### config.mk
export PLATFORM = sky130hd
export DESIGN_NAME = pulse_emitter
export DESIGN_NICKNAME = d
export VERILOG_FILES = /design/src/rtl/pulse_emitter.sv
export SDC_FILE = /design/constraint.sdc
export NUM_CORES = 1
export LEC_CHECK = 0
export ABC_CLOCK_PERIOD_IN_PS = 3900
export CORE_UTILIZATION = 45
export DETAILED_ROUTE_END_ITERATION = 6
export PLACE_DENSITY_LB_ADDON = 0.3
export SYNTH_ARGS = -nofsm -noshare
export SYNTH_HDL_FRONTEND = slang
export SYNTH_SLANG_ARGS = --single-unit
### constraint.sdc
create_clock -name clk -period 3.9 [get_ports clk]
set_clock_uncertainty 0.05 [all_clocks]
set_input_delay 0.585 -clock clk [delete_from_list [all_inputs] [get_ports clk]]
set_output_delay 0.585 -clock clk [all_outputs]
set_load 0.01 [all_outputs]
### src/rtl/pulse_emitter.sv
// Pulse emitter: plays queued pulse lengths (in baud ticks) out on pulse_out,
// back-to-back with a fixed low gap. Lengths arrive on a valid/ready handshake
// into a small FIFO; zero-length requests are dropped, oversize ones saturate.
module pulse_emitter #(
    parameter int unsigned CLK_F      = 25000000,
    parameter int unsigned BAUD_RATE  = 9600,
    parameter int unsigned DIV        = CLK_F / BAUD_RATE,
    parameter int unsigned MAX_TICKS  = 9600,
    parameter int unsigned GAP_TICKS  = 1,
    parameter int unsigned FIFO_DEPTH = 4
) (
    input  logic                                clk,
    input  logic                                reset,
    input  logic [14:0]                         len_in,
    input  logic                                len_valid,
    output logic                                len_ready,
    output logic                                pulse_out,
    output logic                                busy,
    output logic                                done,
    output logic [$clog2(FIFO_DEPTH+1)-1:0]     fifo_count
);

    localparam int unsigned TW  = $clog2(MAX_TICKS + 1);
    localparam int unsigned PSW = (DIV > 0) ? $clog2(DIV + 1) : 1;
    localparam int unsigned AW  = (FIFO_DEPTH > 1) ? $clog2(FIFO_DEPTH) : 1;
    localparam int unsigned CW  = $clog2(FIFO_DEPTH + 1);

    typedef enum logic [1:0] {StIdle, StPulse, StGap} state_e;

    state_e          state_q, state_d;
    logic [PSW-1:0]  presc_q, presc_d;
    logic [TW-1:0]   tick_cnt_q, tick_cnt_d;
    logic [TW-1:0]   len_q, len_d;
    logic            pulse_q, pulse_d;
    logic            done_q, done_d;

    logic [TW-1:0]   mem_q [FIFO_DEPTH];
    logic [AW-1:0]   wr_ptr_q, rd_ptr_q;
    logic [CW-1:0]   count_q, count_d;

    logic            push, pop, tick;
    logic [TW-1:0]   len_sat;

    assign len_ready  = (count_q != CW'(FIFO_DEPTH));
    assign fifo_count = count_q;
    assign pulse_out  = pulse_q;
    assign done       = done_q;
    assign busy       = (state_q != StIdle);

    // Zero-length requests complete the handshake but never reach the FIFO.
    assign push    = len_valid && len_ready && (len_in != 15'd0);
    assign len_sat = (32'(len_in) > MAX_TICKS) ? TW'(MAX_TICKS) : TW'(len_in);
    assign tick    = (presc_q == PSW'(DIV));

    // FIFO storage; emptiness is governed by the pointers, so no reset needed.
    always_ff @(posedge clk) begin
        if (push) begin
            mem_q[wr_ptr_q] <= len_sat;
        end
    end

    // FIFO occupancy bookkeeping for simultaneous push/pop.
    always_comb begin
        count_d = count_q;
        unique case ({push, pop})
            2'b10:   count_d = count_q + CW'(1);
            2'b01:   count_d = count_q - CW'(1);
            default: count_d = count_q;
        endcase
    end

    // FIFO pointers and count.
    always_ff @(posedge clk or posedge reset) begin
        if (reset) begin
            wr_ptr_q <= '0;
            rd_ptr_q <= '0;
            count_q  <= '0;
        end else begin
            if (push) wr_ptr_q <= wr_ptr_q + AW'(1);
            if (pop)  rd_ptr_q <= rd_ptr_q + AW'(1);
            count_q <= count_d;
        end
    end

    // FSM next state: pop and raise in IDLE, count ticks in PULSE and GAP.
    always_comb begin
        state_d    = state_q;
        presc_d    = presc_q;
        tick_cnt_d = tick_cnt_q;
        len_d      = len_q;
        pulse_d    = pulse_q;
        done_d     = 1'b0;
        pop        = 1'b0;
        unique case (state_q)
            StIdle: begin
                if (count_q != '0) begin
                    pop        = 1'b1;
                    len_d      = mem_q[rd_ptr_q];
                    presc_d    = '0;
                    tick_cnt_d = '0;
                    pulse_d    = 1'b1;
                    state_d    = StPulse;
                end
            end
            StPulse: begin
                presc_d = tick ? '0 : presc_q + PSW'(1);
                if (tick) begin
                    if (tick_cnt_q == len_q - TW'(1)) begin
                        pulse_d    = 1'b0;
                        done_d     = 1'b1;
                        tick_cnt_d = '0;
                        state_d    = StGap;
                    end else begin
                        tick_cnt_d = tick_cnt_q + TW'(1);
                    end
                end
            end
            StGap: begin
                presc_d = tick ? '0 : presc_q + PSW'(1);
                if (tick) begin
                    if (tick_cnt_q == TW'(GAP_TICKS - 1)) begin
                        tick_cnt_d = '0;
                        state_d    = StIdle;
                    end else begin
                        tick_cnt_d = tick_cnt_q + TW'(1);
                    end
                end
            end
            default: begin
                pulse_d = 1'b0;
                state_d = StIdle;
            end
        endcase
    end

    // FSM and datapath registers; reset drops pulse_out immediately.
    always_ff @(posedge clk or posedge reset) begin
        if (reset) begin
            state_q    <= StIdle;
            presc_q    <= '0;
            tick_cnt_q <= '0;
            len_q      <= '0;
            pulse_q    <= 1'b0;
            done_q     <= 1'b0;
        end else begin
            state_q    <= state_d;
            presc_q    <= presc_d;
            tick_cnt_q <= tick_cnt_d;
            len_q      <= len_d;
            pulse_q    <= pulse_d;
            done_q     <= done_d;
        end
    end

endmodule

Word level (Yosys, flattened, before mapping):

Memory sizes are Yosys's and may differ from the RTL's. A register that Yosys moved wholly into a read port is not among the register bits.
Index checks and enable logic that the tools add are counted.

* $lt $le $gt $ge: 1
* bitwise logic cells: 1
* reductions and logical operators: 16
* equal/unequal tests: 12
* muxes and demuxes: 28
* $add $sub $neg: 7

Operator list (number)
* $mux W14: 6
* $pmux W14 S3: 1
* $mux W12: 2
* $pmux W12 S2: 1
* $gt A15 B14 Y1 const B: 1
* $reduce_bool A15 Y1: 1
* $add A14 B1 Y14 const B: 1
* $eq A14 B14 Y1: 1
* $logic_not A14 Y1: 1
* $sub A14 B1 Y14 const B: 1
* $add A12 B1 Y12 const B: 1
* $eq A12 B12 Y1 const B: 1
* $mux W1: 10
* $mux W2: 5
* $ne A2 B2 Y1 const B: 5
* $reduce_and A4 Y1: 2
* $pmux W2 S3: 1
* $pmux W3 S2: 1
* $reduce_bool A2 Y1: 3
* $reduce_bool A3 Y1: 2
* $reduce_and A5 Y1: 1
* $add A2 B1 Y2 const B: 2
* $eq A2 B1 Y1 const B: 2
* $eq A2 B2 Y1 const B: 2
* 9 further kinds: 11

* word-level logic and storage cells: 74
* bits in writable memories: 56
* flip-flop bits (word level): 37
* input port bits: 18
* memories kept: 1
* output and inout bits: 7

Memory list
* mem_q: depth 4, bits a word 14, rd ports 1, clocked after memory_dff 1, write ports 1, line 37 `logic [TW-1:0] mem_q [FIFO_DEPTH];`

Depth between registers and ports, before layout:

* word-level depth: 5
* gate-level depth with buffers: 11
* mapped depth without buffers: 11

Worst setup path before layout:

No wires, ideal clock.

* kind: flip-flop to flip-flop
* from: register len_q[0], read port of mem_q
* to: register tick_cnt_q[7]
* arrival time: 2.872 ns
* cell stages (with the launch flop): 12
* slack: 0.856 ns
* required time: 3.728 ns
* path buffers: 2
* path through: dfrtp_1 -> inv_1 -> ha_1 -> or3b_2 -> clkbuf_1 -> o31a_1 -> or4_1 -> o311a_2 -> nor4_4 -> buf_6 -> o31ai_1 -> a32o_1

* cells in the longest elaborated chain, start to end: 5

Ends and longest elaborated chain
* start: declaration: line 33 `logic [TW-1:0] len_q, len_d;`
* $sub A14 B1 Y14: line 108 `if (tick_cnt_q == len_q - TW'(1)) begin`
* $eq A14 B14 Y1: line 108
* $mux W14: line 108
* $mux W14: line 107 `if (tick) begin`
* $pmux W14 S3: line 94 `unique case (state_q)`
* end signal: assignment: line 148 `tick_cnt_q <= tick_cnt_d;`
* end: declaration: line 32 `logic [TW-1:0] tick_cnt_q, tick_cnt_d;`

Every way passes these cells. The select of a mux whose other input is x is not followed.
A chain may end at the register's enable or synchronous reset.

Worst setup path after layout:

* from: register len_q[0], read port of mem_q
* to: register tick_cnt_q[11]

Same word-level chain as after synthesis.

==> summary.md <==
| Metric | Value |
|---|---|
| Fmax achieved | `311 MHz` |
| RR Endpoint | `tick_cnt_q[11]` |
| Clock-pin slew on the worst setup and hold paths | `0.07 ns` |
| Diodes inserted | `0` |
| Fillcell total | `992` |
| Synth cell types | `58` |
| R2r worst-path depth | `10` |
| CTS root buffer | `clkbuf_16` |
| CP Launch Type | `register` |
| Tmin final | `between 3 and 4 ns` |
| I/O pin total | `25` |
| Routed len/inst | `16.3 um` |
| Switching Fraction | `34.9%` |
| Post-DP HPWL | `roughly 6.7 mm` |
| Worst Path Required | `approximately 4.1 ns` |
| FF+latch count, synth | `107` |
| Hold endpoint | `pulse_out` |
| Final setup fails | `0` |
| GP Congestion | `between 0.8 and 0.9` |
| Relative slew slack | `35.6%` |
| Synth warn | `0` |
| Hold Path Stages | `1` |
| Worst hold path class | `reg -> reg` |
| Sequential power share | `43.1%` |
| Layout net count | `478` |
| Via/cell ratio | `5.62` |
| Critical Path Sink Type | `register` |
| Layout Utilization | `a little over half` |
| Initial antenna violation count | `0` |
| Vias in the first global route | `between 3000 and 4000` |
| XOR/XNOR share of the synthesized area | `between 4 and 5%` |
| Max_cap viols | `0` |
| Initial Util | `between 40% and 50%` |
| Slew @ Worst Pin | `0.966 ns` |
| CP arrival | `roughly 3.4 ns` |
| Setup bufs post-CTS | `0` |
| Post-Syn Nets | `459` |
| Post-synth ARST share | `47.7%` |
| Post-CTS sizing | `0` |
| NetSw | `0.00143 W` |
| Internal power | `0.00266 W` |
| Post-synth EDFFs | `56` |
| Initial DRC Count | `196` |
| Global-route wire length before repair | `16.6 mm` |
| Unrepaired setup endpoints after global routing | `false` |
| Met3 Track Usage GR | `3.92%` |
| Yosys top cell area share | `between 30% and 40%` |
| CTS Buf Count | `9` |
| Clock Path Buffers | `2` |
| CTS hold repair buffers | `0` |
| TNS Setup | `0 ns` |
| Adder-cell share of the synthesized area | `3.62%` |
| Clk_lat worst skew | `0.35 ns` |
| Area contributors post-synth | `edfxtp_1 (31%), dfrtp_1 (24%), mux4_2 (5.8%)` |
| Largest area contributor in the netlist | `edfxtp_1` |
| DRC Markers | `0` |
| Seq/Total Area, Yosys | `54.8%` |
| Status | `finished, final reports clean` |
| Detail Route Antenna Nets | `0` |
| Met1 Use GR | `21.0%` |
| GRT Total Usage | `17.3%` |
| Reg2reg setup slack | `just under 0.7 ns` |
| Top FF cell, synth | `edfxtp_1` |
| Clock sinks | `107` |
| Core Box Area | `roughly 12000 um2` |
| Origin of the critical flop-to-flop path | `len_q[0]` |
| Largest family of logic cells by synthesized area | `simple AND/OR/NAND/NOR gates` |
| Grt total ovfl | `0` |
| DR pass1 iterations | `4` |
| Vias | `3335` |
| Busiest layer in global routing | `met2` |
| Pin count of the biggest net entering global routing | `32` |
| DIE AREA | `12400 um2` |
| Synthesized area | `roughly 5400 um2` |
| # H-tree levels | `3` |
| IO buf count | `24` |
| Crit share post-route | `82.4%` |
| Fraction of synthesized area in multiplexers | `9.95%` |
| Power Density | `~680 nW/um2` |
| Syn Inst Count | `~430` |
| Die Y | `112 um` |
| Fin. Hold Viols | `0` |
| Avg Inst Size Synth | `roughly 13 um2` |
| Peak VDD IR | `between 0.3 and 0.4 mV` |
| Compound-Gate Fraction of Synth Area | `under 10%` |
| Simple-gate portion of the synthesized area | `16.1%` |
| Fin. max-slew vios | `0` |
| Share of layout cells above drive strength 1 | `14.4%` |
| CP max FO | `13` |
| Std cell rows | `39` |
| Die width | `112 um` |
| Gate power share | `34.4%` |
| Routed wire length | `~9.7 mm` |
| Hold Crit Start | `pulse_out` |
| Area delta synth->final | `11.8%` |
| Leakage Power | `2.29 nW` |
| Clock Power Share | `22.4%` |
| Path type of the worst setup path | `reg -> reg` |
| CTS tree | `yes` |
| Met2 Track Usage GR | `between 30% and 40%` |
-- worst max path at each step --
stage	cells past startpoint	start	slack (ns)	endpoint
floorplan	11	len_q[0]	0.86	tick_cnt_q[7]
global placement	12	len_in[3]	0.70	fifo_count[2]
detailed placement	11	len_in[7]	0.68	fifo_count[2]
CTS	10	len_q[0]	0.69	tick_cnt_q[11]
global route	10	len_q[0]	0.50	tick_cnt_q[11]
finish	10	len_q[0]	0.69	tick_cnt_q[11]
-- per-layer routing --
layer	part of all wire (%)	vias to the layer above
li1	-	1633
met1	45	1639
met2	51	49
met3	2.9	14
met4	1.6	0
met5	0	-
-- power groups by stage --
stage	clock network [W]	registers [W]	logic (W)
global placement	0	0.00178	0.00139
global route	0.000974	0.00182	0.00158
CTS	0.000935	0.00177	0.00143
finish	0.000918	0.00176	0.00141
detailed placement	0	0.00180	0.00143
floorplan	0	0.00164	0.00123
-- synth_stat cells, types with 3 or more instances --
master and instances:
nor2b_1 15, nand4b_1 5, nor2_1 27, ha_1 14, dfrtp_1 51, mux4_2 14
nand4_1 8, or2_2 3, clkbuf_1 9, xnor2_1 11, nand2b_1 4, buf_6 4
nand2_1 15, mux2i_1 3, a21oi_1 12, mux2_2 17, nor3_1 11, inv_1 21
nor4_1 10, o31ai_1 9, nand3_1 7, edfxtp_1 56, xor2_1 17, nor4b_1 3
and2_1 10, o21ai_0 9, a32o_1 8, and3_1 10, or4_1 4
-- registers in the layout (all words and copies together), names as in the netlist --
name	cells
mem_q	56
tick_cnt_q	14
presc_q	12
pulse_out	1
fifo_count	3
wr_ptr_q	2
state_q	2
rd_ptr_q	2
done	1
len_q	14
-- layout by cell type (no fill, tap or decap), types with 4 or more instances in the layout --
| cell type | Yosys | routed |
|---|---|---|
| nand2_1 | 15 | 15 |
| and2_1 | 10 | 10 |
| clkbuf_16 | 0 | 10 |
| nor2b_1 | 15 | 15 |
| a21oi_1 | 12 | 12 |
| o21ai_0 | 9 | 9 |
| xor2_1 | 17 | 17 |
| nand4_1 | 8 | 8 |
| nor3_1 | 11 | 11 |
| dfrtp_1 | 51 | 51 |
| nor4_1 | 10 | 10 |
| clkdlybuf4s50_1 | 0 | 24 |
| o31ai_1 | 9 | 9 |
| or4_1 | 4 | 4 |
| a32o_1 | 8 | 8 |
| nor2_1 | 27 | 27 |
| nand3_1 | 7 | 7 |
| xnor2_1 | 11 | 11 |
| edfxtp_1 | 56 | 56 |
| mux4_2 | 14 | 14 |
| mux2_2 | 17 | 17 |
| nand2b_1 | 4 | 4 |
| nand4b_1 | 5 | 5 |
| ha_1 | 14 | 14 |
| and3_1 | 10 | 10 |
| inv_1 | 21 | 20 |
-- stage by stage --
stage	worst slack, ns	instance area [um2]	hold WS (ns)	std cells	power [W]
2_1_floorplan	0.856	5400	0.451	426	0.00288
3_3_place_gp	0.702	5720	0.446	577	0.00316
3_5_place_dp	0.679	5720	0.447	577	0.00322
4_1_cts	0.694	6030	0.463	593	0.00414
5_1_grt	0.500	6030	0.481	593	0.00437
6_report	0.687	6030	0.463	593	0.00409
-- cell families after synthesis --
kind of cell | after synthesis
xor+xnor | 28
buf+inv | 41
fa+ha+maj | 15
compound gates | 55
simple gates | 146
mux | 34
flops | 107
-- area by class of cell --
type | count | area [um2] | area share (%)
Clock buffer | 11 | 254 | 4.21
Clock inverter | 5 | 52.6 | 0.871
Inverter | 22 | 82.6 | 1.37
Multi-Input combinational cell | 278 | 2240 | 37.2
Sequential cell | 107 | 2960 | 49.0
Tap cell | 143 | 179 | 2.97
Timing Repair Buffer | 27 | 263 | 4.36
-- critical path: stages, from the launching register on --
cell and delay [ns]:
dfrtp_1 0.44, inv_1 0.08, ha_1 0.17, or3b_2 0.54, o31a_1 0.28, or4_1 0.50
o311a_2 0.17, nor4_4 0.24, buf_4 0.24, nor2_2 0.12, a32o_1 0.26
No activity file was read; power rests on OpenSTA's default activity.
